--- config.mk ---
export PLATFORM = sky130hd
export DESIGN_NAME = eth_tx_arbiter
export DESIGN_NICKNAME = d
export VERILOG_FILES = /design/src/rtl/eth_tx_arbiter.sv
export SDC_FILE = /design/constraint.sdc
export NUM_CORES = 1
export LEC_CHECK = 0
export ABC_CLOCK_PERIOD_IN_PS = 2000
export BUFFER_PORTS_ARGS = -buffer_cell sky130_fd_sc_hd__buf_2
export CORE_MARGIN = 2
export CORE_UTILIZATION = 49
export CTS_BUF_LIST = sky130_fd_sc_hd__clkbuf_8
export DETAILED_ROUTE_END_ITERATION = 10
export PLACE_DENSITY = 0.77
export SLEW_MARGIN = 25
export SYNTH_ARGS = -nofsm -noshare
export SYNTH_HDL_FRONTEND = slang
export SYNTH_SLANG_ARGS = --single-unit
--- constraint.sdc ---
create_clock -name clk -period 2 [get_ports clk]
set_input_delay 0.1 -clock clk [delete_from_list [all_inputs] [get_ports clk]]
set_output_delay 0.1 -clock clk [all_outputs]
set_load 0.02 [all_outputs]
--- src/rtl/eth_tx_arbiter.sv ---
`default_nettype none
// ============================================================================
// Module      : eth_tx_arbiter
// Description : Four-requester byte-stream TX arbiter with inter-frame gap
//               and forced truncation. Define TX_ARB_FIXED_PRIO_EN for fixed
//               priority (index 0 highest) instead of round-robin.
// Revision    : 1.0 - initial release
// ============================================================================
module eth_tx_arbiter #(
    parameter int IFG_TICKS = 12,
    parameter int MAX_LEN   = 1500
) (
    input  logic        clk,
    input  logic        rst,
    input  logic        i_out_tick,
    input  logic [3:0]  i_req,
    input  logic [31:0] i_src_dat,
    input  logic [3:0]  i_src_last,
    output logic [3:0]  o_gnt,
    output logic [3:0]  o_src_ack,
    output logic [9:0]  o_out_eth_stream,
    output logic        o_busy,
    output logic        o_err_trunc
);

    localparam logic [10:0] C_LAST_IDX = 11'(MAX_LEN - 1);
    localparam logic [7:0]  C_GAP_LAST = 8'(IFG_TICKS - 1);

    typedef enum logic [1:0] {
        S_IDLE = 2'd0,
        S_ARB  = 2'd1,
        S_SEND = 2'd2,
        S_GAP  = 2'd3
    } state_t;

    state_t      r_state;
    logic [1:0]  r_gidx;
    logic [3:0]  r_gnt;
    logic [3:0]  r_ack;
    logic        r_cke;
    logic        r_frm;
    logic [7:0]  r_dat;
    logic        r_busy;
    logic        r_err;
    logic [10:0] r_cnt;
    logic [7:0]  r_gap;

    logic [1:0]  w_win;
    logic [7:0]  w_lane;
    logic        w_last;
    logic        w_req_g;

`ifdef TX_ARB_FIXED_PRIO_EN
    always_comb begin
        w_win = 2'd0;
        for (int k = 3; k >= 0; k--) begin
            if (i_req[k]) w_win = 2'(k);
        end
    end
`else
    logic [1:0] r_ptr;
    logic [1:0] w_cand;

    // Scan from farthest to nearest so the index right after the pointer wins.
    always_comb begin
        w_win  = 2'd0;
        w_cand = 2'd0;
        for (int k = 3; k >= 0; k--) begin
            w_cand = r_ptr + 2'(k + 1);
            if (i_req[w_cand]) w_win = w_cand;
        end
    end

    always_ff @(posedge clk) begin
        if (rst) begin
            r_ptr <= 2'd3;
        end else if (r_state == S_ARB && |i_req) begin
            r_ptr <= w_win;
        end
    end
`endif

    assign w_lane  = i_src_dat[{r_gidx, 3'b000} +: 8];
    assign w_last  = i_src_last[r_gidx];
    assign w_req_g = i_req[r_gidx];

    always_ff @(posedge clk) begin
        if (rst) begin
            r_state <= S_IDLE;
            r_gidx  <= 2'd0;
            r_gnt   <= 4'd0;
            r_ack   <= 4'd0;
            r_cke   <= 1'b0;
            r_frm   <= 1'b0;
            r_dat   <= 8'd0;
            r_busy  <= 1'b0;
            r_err   <= 1'b0;
            r_cnt   <= 11'd0;
            r_gap   <= 8'd0;
        end else begin
            r_ack <= 4'd0;
            r_err <= 1'b0;
            r_cke <= 1'b0;
            case (r_state)
                S_IDLE: begin
                    r_frm <= 1'b0;
                    if (|i_req) begin
                        r_state <= S_ARB;
                        r_busy  <= 1'b1;
                    end
                end
                S_ARB: begin
                    r_frm <= 1'b0;
                    if (|i_req) begin
                        r_gidx  <= w_win;
                        r_gnt   <= 4'b0001 << w_win;
                        r_cnt   <= 11'd0;
                        r_state <= S_SEND;
                    end else begin
                        r_state <= S_IDLE;
                        r_busy  <= 1'b0;
                    end
                end
                S_SEND: begin
                    // A withdrawn request aborts the frame without consuming a byte.
                    if (!w_req_g) begin
                        r_frm   <= 1'b0;
                        r_gnt   <= 4'd0;
                        r_err   <= 1'b1;
                        r_gap   <= 8'd0;
                        r_state <= S_GAP;
                    end else if (i_out_tick) begin
                        r_cke <= 1'b1;
                        r_frm <= 1'b1;
                        r_dat <= w_lane;
                        r_ack <= r_gnt;
                        r_cnt <= r_cnt + 11'd1;
                        if (w_last || r_cnt == C_LAST_IDX) begin
                            r_gnt   <= 4'd0;
                            r_gap   <= 8'd0;
                            r_err   <= !w_last;
                            r_state <= S_GAP;
                        end
                    end
                end
                S_GAP: begin
                    r_frm <= 1'b0;
                    if (i_out_tick) begin
                        if (r_gap == C_GAP_LAST) begin
                            r_gap   <= 8'd0;
                            r_state <= S_ARB;
                        end else begin
                            r_gap <= r_gap + 8'd1;
                        end
                    end
                end
                default: r_state <= S_IDLE;
            endcase
        end
    end

    assign o_gnt            = r_gnt;
    assign o_src_ack        = r_ack;
    assign o_out_eth_stream = {r_cke, r_frm, r_dat};
    assign o_busy           = r_busy;
    assign o_err_trunc      = r_err;

endmodule
`default_nettype wire
==> results.rst <==
.. list-table::
   :header-rows: 1

   * - Metric
     - Value
   * - Result of the run
     - complete, but fails checks
   * - Violations in the final reports
     - setup timing
   * - Reported leakage power
     - 1.27 nW
   * - Power share of the clock group
     - 33.0%
   * - Flip-flop and latch count after synthesis
     - 45
   * - Final setup violation count
     - 1
   * - DRC violation count after routing
     - 0
   * - Post-Syn Instances
     - 274
   * - Total power per unit cell area
     - 667 nW/µm²
   * - Post-Synthesis Net Count
     - 325
   * - Placed cell count
     - 416
   * - Yosys cell types
     - 55
   * - Area Growth Syn to Fin
     - 28.7%
   * - Site Rows
     - 25
   * - Top FF cell, synth
     - sky130_fd_sc_hd__dfxtp_1
   * - Core region area
     - 4750 µm²
   * - Netlist area before placement
     - 2450 µm²
   * - Clock tree from TritonCTS
     - done
   * - Total Die Area
     - 5570 µm²
   * - Deepest level of the CTS H-tree
     - 2
   * - Worst flop-to-flop path endpoint
     - r_gap[2]$_SDFFE_PP0P_
   * - Routed via count divided by cell count
     - 5.54
   * - VDD IR-drop max
     - 0.474 mV
   * - Worst-case register-to-register setup slack
     - -0.04 ns
   * - Number of sinks on the clock net
     - 45
   * - Net count, final
     - 410
   * - Setup tns final
     - -0.0428 ns
   * - Final count of hold timing violations
     - 0
   * - Critical Path Source Type
     - flip-flop
   * - Share of flip-flops with an asynchronous set or reset after synthesis
     - 0%
   * - Worst-Margin Slew
     - 0.854 ns
   * - Worst Hold Depth
     - 2
   * - Vias after detailed routing
     - 2,365
   * - Wire length per cell after detailed routing
     - 13.7 µm
   * - Peak clock frequency supported by timing
     - 0.490 GHz
   * - Psw
     - 0.552 mW
   * - Int Pwr
     - 1.55 mW
   * - I/O pin count
     - 63
   * - Clock latency on the worst-skew pair
     - 0.29 ns
   * - Global route total overflow
     - 0
   * - Post-placement cell area
     - 2970 µm²
   * - Arrival time worst endpoint
     - 2.22 ns
   * - Comb power frac
     - 21.6%
   * - Layout cells sized above 1
     - 35.8%
   * - Count of input and output buffers
     - 62
   * - Remaining antenna violation count after routing
     - 0
   * - Antenna violations before repair
     - 0
   * - CTS Buffer Depth
     - 2
   * - Initial standard-cell utilization of the core
     - 51.4%
   * - Max Cap Violations
     - 0
   * - Slew Viols, Final
     - 0
   * - Area fraction of the dominant cell type after synthesis
     - 36.8%
   * - Data required time at the worst endpoint
     - 2.17 ns
   * - Post-route fraction of the period consumed by the critical path
     - 102%
   * - Min-Delay Startpoint
     - rst
   * - Routability-driven placement congestion ratio
     - 0.863
   * - GRT Total Usage
     - 20.5%
   * - Clock transition at the register clock pins on the worst setup and hold paths after CTS
     - 0.08 ns
   * - Detail Placement HPWL
     - 4420 µm
   * - Clock root cell
     - sky130_fd_sc_hd__clkbuf_8
   * - Post-synthesis cell type with the largest combined area
     - sky130_fd_sc_hd__dfxtp_1
   * - Length in cells of the worst reg-to-reg path
     - 6
   * - Number of global-route vias before repair
     - 2,097
   * - TritonRoute pass-1 iters
     - 4
   * - TritonCTS Buffers
     - 5
   * - Utilization after layout
     - 66.2%
   * - Critical-path maximum fanout
     - 3
   * - Total detailed-routing wirelength
     - 5840 µm
   * - Portion of the post-synthesis area used by sequential elements
     - 36.8%
   * - Worst flop-to-flop path startpoint
     - r_cnt[1]$_SDFFE_PP0P_
   * - Pin count of the biggest net entering global routing
     - 17
   * - Horizontal extent of the die
     - 74.7 µm
   * - Main area contributors after synthesis
     - sky130_fd_sc_hd__dfxtp_1 37%, sky130_fd_sc_hd__mux4_2 9.2%, sky130_fd_sc_hd__nand2_1 6.9%, sky130_fd_sc_hd__nor2_1 4.5%, sky130_fd_sc_hd__ha_1 4.1%
   * - Max-slew headroom
     - 42.3%
   * - Setup Crit Path Kind
     - flip-flop to flip-flop
   * - Die boundary height
     - 74.7 µm
   * - Worst hold path class
     - input pin to flip-flop
   * - Setup WS pre-CTS
     - -0.0303 ns
   * - Sequential cell fraction of total power
     - 45.4%
   * - Worst clock skew
     - 0.00521 ns
   * - Global-route wire length before repair
     - 9020 µm
   * - Synth cell count leaders
     - 45 x sky130_fd_sc_hd__dfxtp_1, 45 x sky130_fd_sc_hd__nand2_1, 29 x sky130_fd_sc_hd__nor2_1, 18 x sky130_fd_sc_hd__a21oi_1, 12 x sky130_fd_sc_hd__nor3_1
   * - Non-Filler Instances
     - 427
   * - Clock period minus final worst setup slack
     - 2.04 ns
   * - Synth Area per Inst
     - 8.93 µm²
   * - Number of enable flip-flop cells after synthesis
     - 0
   * - Fin worst setup slack
     - -0.0428 ns
   * - Fraction of power spent switching nets
     - 26.3%
   * - Iter 0 DRT Violations
     - 132
   * - Kind of end point of the critical path
     - flip-flop
   * - Synth warn
     - 0
   * - Setup repair after global routing missed its margin
     - yes
   * - Count of inserted antenna diode cells
     - 0
   * - Layout Cell Area excl Fill
     - 3150 µm²
   * - Worst hold endpoint
     - o_gnt[3]$_SDFFE_PP0P_
   * - Fill cell instance count of the final layout
     - 411
[critical path, stage by stage, from the launching register on]
cell and delay (ns):
sky130_fd_sc_hd__dfxtp_2 0.36, sky130_fd_sc_hd__ha_4 0.15, sky130_fd_sc_hd__nand4bb_4 0.10, sky130_fd_sc_hd__or4_4 0.50, sky130_fd_sc_hd__a21o_1 0.19, sky130_fd_sc_hd__a211o_1 0.27, sky130_fd_sc_hd__a311o_1 0.36
[final cells by class]
class	count	area [µm²]	share of cell area, %
repair buffers	89	513	16.3
clock buffers	6	82.6	2.62
clock inverters	2	33.8	1.07
inverters	5	18.8	0.596
well taps	67	83.8	2.66
flip-flops and latches	45	905	28.7
multi-input cells	213	1510	48.0
[logic make-up after synthesis]
logic type | share of synthesized area (%)
fa+ha+maj | 4.09
compound gates | 14.4
buf+inv | 3.58
simple gates | 27.2
flops | 36.8
mux | 11.4
xor+xnor | 2.51
[flip-flops by register name (all words and copies together) (netlist names)]
name,cells
r_gap,8
r_frm,1
r_gidx,2
r_ptr,2
r_dat,8
o_src_ack,4
o_err_trunc,1
o_busy,1
r_cke,1
r_state,2
r_cnt,11
o_gnt,4
[worst max path at each step]
stage	slack, ns	from	cells after the start	to
6_report	-0.04	r_cnt[1]$_SDFFE_PP0P_	6	r_gap[2]$_SDFFE_PP0P_
5_1_grt	-0.08	r_cnt[1]$_SDFFE_PP0P_	6	r_gap[2]$_SDFFE_PP0P_
4_1_cts	-0.04	r_cnt[1]$_SDFFE_PP0P_	6	r_gap[2]$_SDFFE_PP0P_
3_5_place_dp	-0.03	r_state[1]$_SDFFE_PP0P_	6	r_cnt[0]$_SDFFE_PP0P_
3_3_place_gp	0.008	r_cnt[1]$_SDFFE_PP0P_	6	r_gap[0]$_SDFFE_PP0P_
2_1_floorplan	0.01	r_cnt[0]$_SDFFE_PP0P_	6	r_gap[2]$_SDFFE_PP0P_
[cell usage in the layout (no fill, tap or decap), drive strengths merged, types with 4 or more instances in the layout]
cell	Yosys	routed
xnor2	7	7
clkbuf	5	6
nand3	6	6
dfxtp	45	45
a21oi	18	18
o22a	5	5
ha	8	8
a21o	4	4
nor2	29	29
nor2b	4	4
mux4	10	10
nor3	13	13
nor4	5	5
nor3b	4	4
buf	6	89
inv	4	5
o21ai	9	9
and3	6	6
nand2	45	45
[per-stage QoR]
| stage | hold WS, ns | power [mW] |
|---|---|---|
| 3_5_place_dp | 0.443 | 1.42 |
| 5_1_grt | 0.151 | 2.21 |
| 2_1_floorplan | 0.439 | 1.26 |
| 3_3_place_gp | 0.440 | 1.41 |
| 4_1_cts | 0.150 | 2.11 |
| 6_report | 0.154 | 2.10 |
[layer usage]
metal | global-route usage (%) | routed length (µm) | up-vias | share of wire (%)
met5 | 0 | 0 | - | 0
met3 | 3.75 | 280 | 4 | 4.8
met2 | 35.5 | 3020 | 71 | 52
li1 | - | - | 1162 | -
met1 | 26.6 | 2510 | 1128 | 43
met4 | 4.76 | 29 | 0 | 0.50
[power groups by stage]
stage,Clock (mW),Combinational [mW],Sequential (mW)
4_1_cts,0.706,0.448,0.953
5_1_grt,0.750,0.499,0.959
3_3_place_gp,0,0.433,0.972
2_1_floorplan,0,0.272,0.986
3_5_place_dp,0,0.446,0.974
6_report,0.693,0.455,0.954
[timing repair]
item,CTS,global route
hold buffers,0,0
setup endpoints to repair,11,19
pin swaps,2,0
buffers inserted,1,2
resized for setup,2,6
(Power assumes the default switching activity.)
